$ cat src/rtl/dc_bsp_pkg.sv
// dc_bsp_pkg: shared widths, arbiter state and read-tag layout for the kernel memory path
package dc_bsp_pkg;
  localparam int OPENCL_QSYS_ADDR_WIDTH = 32;
  localparam int OPENCL_BSP_KERNEL_DATA_WIDTH = 32;
  localparam int OPENCL_BSP_KERNEL_BURSTCOUNT_WIDTH = 5;
  localparam int OPENCL_BSP_KERNEL_BYTEENABLE_WIDTH = 4;
  localparam int ID_W = 2;
  typedef enum logic {IDLE, WR_BURST} arb_state_t;
  typedef struct packed {
    logic [ID_W-1:0] id;
    logic [OPENCL_BSP_KERNEL_BURSTCOUNT_WIDTH-1:0] beats;
  } tag_t;
endpackage

$ cat src/rtl/kernel_mem_arb_tag_fifo.sv
// kernel_mem_arb_tag_fifo: show-ahead tag FIFO; a pop frees room for a same-cycle push when full
module kernel_mem_arb_tag_fifo #(
  parameter int W = 8,
  parameter int DEPTH = 16
) (
  input  logic         clk,
  input  logic         reset_n,
  input  logic         push,
  input  logic [W-1:0] din,
  input  logic         pop,
  output logic [W-1:0] dout,
  output logic         full,
  output logic         empty
);
  localparam int AW = $clog2(DEPTH);
  logic [W-1:0] mem [DEPTH];
  logic [AW:0] wp, rp;
  logic do_push, do_pop;
  assign empty = wp == rp;
  assign full = wp[AW] != rp[AW] && wp[AW-1:0] == rp[AW-1:0];
  assign do_pop = pop && !empty;
  assign do_push = push && (!full || do_pop);
  assign dout = mem[rp[AW-1:0]];
  // pointer update
  always_ff @(posedge clk or negedge reset_n) begin
    if (!reset_n) begin
      wp <= '0;
      rp <= '0;
    end else begin
      wp <= wp + (AW+1)'(do_push);
      rp <= rp + (AW+1)'(do_pop);
    end
  end
  // storage write
  always_ff @(posedge clk) begin
    if (do_push) mem[wp[AW-1:0]] <= din;
  end
endmodule

$ cat src/rtl/kernel_mem_arb.sv
// kernel_mem_arb: round-robin arbiter sharing one burst memory port among kernel requesters
module kernel_mem_arb
  import dc_bsp_pkg::*;
#(
  parameter int NUM_REQ = 2,
  parameter int RSP_DEPTH = 16,
  parameter int WACK_DEPTH = 16
) (
  input  logic clk,
  input  logic reset_n,
  input  logic [NUM_REQ-1:0] r_read,
  input  logic [NUM_REQ-1:0] r_write,
  input  logic [NUM_REQ-1:0][OPENCL_QSYS_ADDR_WIDTH-1:0] r_address,
  input  logic [NUM_REQ-1:0][OPENCL_BSP_KERNEL_DATA_WIDTH-1:0] r_writedata,
  input  logic [NUM_REQ-1:0][OPENCL_BSP_KERNEL_BURSTCOUNT_WIDTH-1:0] r_burstcount,
  input  logic [NUM_REQ-1:0][OPENCL_BSP_KERNEL_BYTEENABLE_WIDTH-1:0] r_byteenable,
  output logic [NUM_REQ-1:0] r_waitrequest,
  output logic [OPENCL_BSP_KERNEL_DATA_WIDTH-1:0] r_readdata,
  output logic [NUM_REQ-1:0] r_readdatavalid,
  output logic [NUM_REQ-1:0] r_writeack,
  output logic m_read,
  output logic m_write,
  output logic [OPENCL_QSYS_ADDR_WIDTH-1:0] m_address,
  output logic [OPENCL_BSP_KERNEL_DATA_WIDTH-1:0] m_writedata,
  output logic [OPENCL_BSP_KERNEL_BURSTCOUNT_WIDTH-1:0] m_burstcount,
  output logic [OPENCL_BSP_KERNEL_BYTEENABLE_WIDTH-1:0] m_byteenable,
  input  logic m_waitrequest,
  input  logic [OPENCL_BSP_KERNEL_DATA_WIDTH-1:0] m_readdata,
  input  logic m_readdatavalid,
  input  logic m_writeack,
  output logic err_rsp_underflow
);
  localparam int IW = $clog2(NUM_REQ);
  localparam int BW = OPENCL_BSP_KERNEL_BURSTCOUNT_WIDTH;
  arb_state_t state, state_d;
  logic [IW-1:0] last_grant, lock_id, sel, cand, wa_head;
  logic [BW-1:0] beats_left, rd_cnt, eff_bc;
  logic found, last_beat, blocked, go, rd_acc, wr_acc;
  logic rd_push, rd_pop, rd_full, rd_empty, wa_push, wa_pop, wa_full, wa_empty;
  tag_t rd_din, rd_head;
  assign rd_pop = m_readdatavalid && !rd_empty && rd_cnt == rd_head.beats - 1'b1;
  assign wa_pop = m_writeack && !wa_empty;
  assign rd_din = '{id: ID_W'(sel), beats: eff_bc};
  assign r_readdata = m_readdata;
  kernel_mem_arb_tag_fifo #(.W($bits(tag_t)), .DEPTH(RSP_DEPTH)) u_rd_fifo (
    .clk(clk), .reset_n(reset_n), .push(rd_push), .din(rd_din), .pop(rd_pop),
    .dout(rd_head), .full(rd_full), .empty(rd_empty)
  );
  kernel_mem_arb_tag_fifo #(.W(IW), .DEPTH(WACK_DEPTH)) u_wa_fifo (
    .clk(clk), .reset_n(reset_n), .push(wa_push), .din(sel), .pop(wa_pop),
    .dout(wa_head), .full(wa_full), .empty(wa_empty)
  );
  // state register
  always_ff @(posedge clk or negedge reset_n) begin
    if (!reset_n) state <= IDLE;
    else state <= state_d;
  end
  // grant selection, command forwarding, response routing and next state
  always_comb begin
    found = 1'b0;
    sel = lock_id;
    cand = '0;
    for (int k = 1; k <= NUM_REQ; k++) begin
      cand = IW'((int'(last_grant) + k) % NUM_REQ);
      if (state == IDLE && !found && (r_read[cand] || r_write[cand])) begin
        found = 1'b1;
        sel = cand;
      end
    end
    eff_bc = r_burstcount[sel] == '0 ? BW'(1) : r_burstcount[sel];
    last_beat = state == WR_BURST && beats_left == BW'(1);
    blocked = state == WR_BURST ? last_beat && wa_full && !wa_pop
            : r_read[sel] ? rd_full && !rd_pop
            : eff_bc == BW'(1) && wa_full && !wa_pop;
    go = reset_n && (state == WR_BURST || found) && !blocked;
    m_read = go && state == IDLE && r_read[sel];
    m_write = go && r_write[sel] && (state == WR_BURST || !r_read[sel]);
    m_address = r_address[sel];
    m_writedata = r_writedata[sel];
    m_burstcount = r_burstcount[sel];
    m_byteenable = r_byteenable[sel];
    r_waitrequest = '1;
    if (go) r_waitrequest[sel] = m_waitrequest;
    rd_acc = m_read && !m_waitrequest;
    wr_acc = m_write && !m_waitrequest;
    rd_push = rd_acc;
    wa_push = wr_acc && (state == IDLE ? eff_bc == BW'(1) : last_beat);
    state_d = state;
    if (state == IDLE && wr_acc && eff_bc != BW'(1)) state_d = WR_BURST;
    else if (last_beat && wr_acc) state_d = IDLE;
    r_readdatavalid = '0;
    r_writeack = '0;
    for (int i = 0; i < NUM_REQ; i++) begin
      r_readdatavalid[i] = m_readdatavalid && !rd_empty && rd_head.id == ID_W'(i);
      r_writeack[i] = wa_pop && wa_head == IW'(i);
    end
  end
  // grant history, burst lock, read beat counter and sticky underflow flag
  always_ff @(posedge clk or negedge reset_n) begin
    if (!reset_n) begin
      last_grant <= IW'(NUM_REQ - 1);
      lock_id <= '0;
      beats_left <= '0;
      rd_cnt <= '0;
      err_rsp_underflow <= 1'b0;
    end else begin
      if ((state == IDLE && rd_acc) || wa_push) last_grant <= sel;
      if (state == IDLE && wr_acc && eff_bc != BW'(1)) begin
        lock_id <= sel;
        beats_left <= eff_bc - 1'b1;
      end else if (state == WR_BURST && wr_acc) beats_left <= beats_left - 1'b1;
      if (m_readdatavalid && !rd_empty) rd_cnt <= rd_pop ? '0 : rd_cnt + 1'b1;
      if ((m_readdatavalid && rd_empty) || (m_writeack && wa_empty)) err_rsp_underflow <= 1'b1;
    end
  end
endmodule

$ cat config.mk
export PLATFORM = sky130hd
export DESIGN_NAME = kernel_mem_arb
export DESIGN_NICKNAME = d
export VERILOG_FILES = /design/src/rtl/dc_bsp_pkg.sv /design/src/rtl/kernel_mem_arb_tag_fifo.sv /design/src/rtl/kernel_mem_arb.sv
export SDC_FILE = /design/constraint.sdc
export NUM_CORES = 1
export LEC_CHECK = 0
export ABC_AREA = 1
export CAP_MARGIN = 0
export CORE_MARGIN = 2
export CORE_UTILIZATION = 30
export DETAILED_ROUTE_END_ITERATION = 12
export PLACE_DENSITY = 0.59
export SYNTH_ARGS = -nofsm -noshare
export SYNTH_HDL_FRONTEND = slang
export SYNTH_SLANG_ARGS = --single-unit
$ cat constraint.sdc
create_clock -name clk -period 5.7 [get_ports clk]
set_clock_uncertainty 0.2 [all_clocks]
set_input_delay 1.14 -clock clk [delete_from_list [all_inputs] [get_ports clk]]
set_output_delay 1.14 -clock clk [all_outputs]
set_load 0.02 [all_outputs]
==> results.md <==
- Routed wire length per instance: 16.4 um
- Num rows: 60
- Worst-path maximum fanout: 3
- Crit. End Element: output pin
- Sequential share of power: 24.3%
- Total number of vias: 7340
- Clock power share: 17.8%
- P_int: 3480 uW
- Drt drc: 0
- CP Buf/Inv Count: 7
- Vias in the first global route: 7240
- Core area: 27100 um^2
- Clock Tree Buf Depth: 2
- Critical Path Max Stage Delay: 0.41 ns
- Register area: 4220 um^2
- Cell variety after synth: 36
- Worst skew pair latency: ~0.42 ns
- Yosys reg bits: 146
- Largest vdd supply drop: 396 uV
- Warnings from Yosys: 0
- Critical path class: input pin to output pin
- Simple-gate share of the synthesized area: 29.3%
- Sequential share of the synthesized area: 50.7%
- DR vias/cell: 4.49
- Setup violators final: 0
- Initial antenna violation count: 2
- H-tree levels: 4
- Final Cycle Share: between 90% and 100%
- Worst-path clk slew: roughly 0.060 ns
- Net Count, Synth: 1232
- DR iter-0 viols: slightly above 500
- Routability cong.: 0.827
- CTS tree: done
- Logic gate share of total power: 57.8%
- Pre-Repair DR Iteration Count: 5
- Count of input and output buffers: around 240
- Leakage: 0.00520 uW
- Final Util: 42.5%
- Die height: 171 um
- Synthesized area per cell: 8.07 um^2
- First-pass GRT wire length: 40000 um
- Filler Cell Count: roughly 2700
- Die width: 171 um
- Slew @ Worst Pin: 0.793 ns
- Post-Syn Area: between 8000 and 9000 um^2
- GR Util All Layers: 18.5%
- Die footprint: around 29000 um^2
- Critical path's most frequent cell: nand2_1
- NumNets Final: 1449
- Largest family of logic cells by synthesized area: simple AND/OR/NAND/NOR gates
- Final wirelength: 26800 um
- Global route overflow: 0
- Status: complete, no violations
- Compound-Gate Fraction of Synth Area: about 3.9%
- Hold Slack: around 0.29 ns
- Crit path required time: ~4.4 ns
- Commonest non-fill, non-tap cell in the layout: nand2_1
- Fmax: between 0.15 and 0.2 GHz
- Sw power: 2960 uW
- Largest net degree at the start of global routing: 104
- DRT antenna net count: 0
- Initial Util: between 30% and 40%
- XOR/XNOR Fraction of Synth Area: 2.84%
- Delay-heaviest family, CP: simple AND/OR/NAND/NOR gates
- Max Cap Viol: 0
- Commonest cells after routing, fill and taps aside: 413 x nand2_1, 226 x clkdlybuf4s50_1, 114 x inv_1
- DP HPWL: 20200 um
- Critical Path AT: 3.98 ns
- I/O pins: ~300
- Critical-path cell list: clkdlybuf4s50_1 > inv_1 > nand2_1 > nand2_1 > nand2_1 > nor2_2 > nand3_1 > buf_4 > nand3_1 > nand2_1 > nor2_1 > nand3_1 > o21ai_1 > ha_1 > nand3_1 > nor2_1 > nand3_1 > nand2_1 > inv_1 > o21ai_0 > inv_1 > nand2_1 > inv_1 > buf_4
- Startpoint Class: input pin
- Final hold vios: 0
- Num CTS Buffers: 17
- RSZ-0062 raised after global routing: false
- Clk root buf: clkbuf_16
- Hold Path Class: register to register
- Proportion of synthesized area in mux cells: 0%
- Layout cells sized above 1: under 10%
- Power Dens Cells: 559 nW/um^2
- Adder-Cell Fraction of Synth Area: 2.10%
- Multi-input gate area: 3180 um^2
- Min cycle time layout: 5.32 ns
- Cell count after synthesis: 1031
- Crit-path slowest cell: clkdlybuf4s50_1
- Area delta synth->final: 38.4%
- Slew Limit Fails: 0
- Sw frac: 46.0%
- Relative slew slack: between 40% and 50%
- Sink Count: between 100 and 150
- Post-CTS setup buffers: 0
[what timing repair did]
| action | in CTS | in global routing |
|---|---|---|
| endpoints found under the setup margin | 2 | 3 |
| gates resized for setup | 2 | 7 |
| hold buffers | 0 | 0 |
[power groups by stage]
| stage | combinational [uW] | sequential (uW) | clock (uW) |
|---|---|---|---|
| finish | 3720 | 1570 | 1150 |
| global route | 4120 | 1590 | 1220 |
| CTS | 3790 | 1570 | 1170 |
| detailed placement | 3760 | 1590 | 0 |
| global placement | 3760 | 1580 | 0 |
| floorplan | 2260 | 1540 | 0 |
[final cells by class]
type | instances | share of cell area [%]
antenna | 1 | 0.0217
inverter | 119 | 3.90
tap | 372 | 4.04
clock inverter | 15 | 1.60
multi-input combinational | 696 | 27.6
sequential | 146 | 36.6
clock buffer | 17 | 3.69
timing repair buffer | 268 | 22.6
[cell families (layout without fill, tap and decap cells)]
family,Yosys count,in the layout
XOR/XNOR,27,27
AO/OA/AOI/OAI,58,58
AND/OR/NAND/NOR,597,597
other,0,1
buffers and inverters,189,419
flip-flops,146,146
adder cells (fa/ha/maj),14,14
[registers in the layout, summed over array words and instances (netlist names), 5 cells and up]
register       flops
u_rd_fifo.rp       5
u_rd_fifo.mem     96
rd_cnt             5
u_wa_fifo.rp       5
beats_left         5
u_wa_fifo.mem     16
u_wa_fifo.wp       5
u_rd_fifo.wp       5
[through the flow]
| stage | power [uW] | TNS (ns) | setup slack [ns] | cells | instance area, um^2 |
|---|---|---|---|---|---|
| after global routing | 6930 | 0 | 0.0743 | 1634 | 11500 |
| final | 6440 | 0 | 0.383 | 1634 | 11500 |
| after detailed placement | 5350 | -0.0573 | -0.0314 | 1601 | 10900 |
| after floorplan | 3800 | 0 | 0.331 | 1031 | 8320 |
| after global placement | 5340 | 0 | 0.0580 | 1601 | 10900 |
| after CTS | 6520 | 0 | 0.0790 | 1633 | 11500 |
[cell usage after synthesis (all sizes together)]
cell	n	share of area, %
a21oi	5	0.30
a31oi	2	0.15
buf	55	5.1
clkbuf	15	0.68
dfrtp	33	9.9
dfstp	1	0.32
edfxtp	112	40
ha	14	2.1
inv	119	5.4
nand2	418	19
nand3	89	5.4
nand3b	2	0.18
nand4	4	0.48
nor2	64	3.0
nor3	20	1.3
o211ai	1	0.090
o21ai	40	2.5
o21bai	1	0.090
o221ai	3	0.32
o22ai	5	0.38
o31ai	1	0.090
xnor2	9	0.95
xor2	18	1.9
[worst reg2reg max path: cells and delay by family (launching register included)]
kind | cells | cell delay, ns
xor gates and xnor gates | 1 | 0.13
adders and majority gates | 1 | 0.30
DFF | 1 | 0.43
and+or+nand+nor | 15 | 2.05
buffers and inverters | 3 | 0.54
[path summary, 6_finish.rpt]
path                                  from                   to  slack (ns)  depth (start not counted)
min                        u_rd_fifo.rp[4]      u_rd_fifo.rp[4]        0.29                          1
max in group asynchronous          reset_n           last_grant        4.34                          2
max                             r_write[1]               m_read        0.38                         24
min in group asynchronous          reset_n        beats_left[2]        0.61                          2
min reg2reg                u_rd_fifo.rp[4]      u_rd_fifo.rp[4]        0.29                          1
max reg2reg                u_rd_fifo.rp[0]  u_rd_fifo.mem[7][4]        1.69                         20
[routing by layer]
metal / vias to the layer above / wire length (um) / global-route usage, %
met5: - / 0 / 0
li1: 3688 / - / -
met4: 0 / 765 / 6.95
met2: 252 / 13200 / 30.7
met1: 3369 / 11000 / 22.5
met3: 31 / 1910 / 5.83
Power figures use the tool's default switching activity.
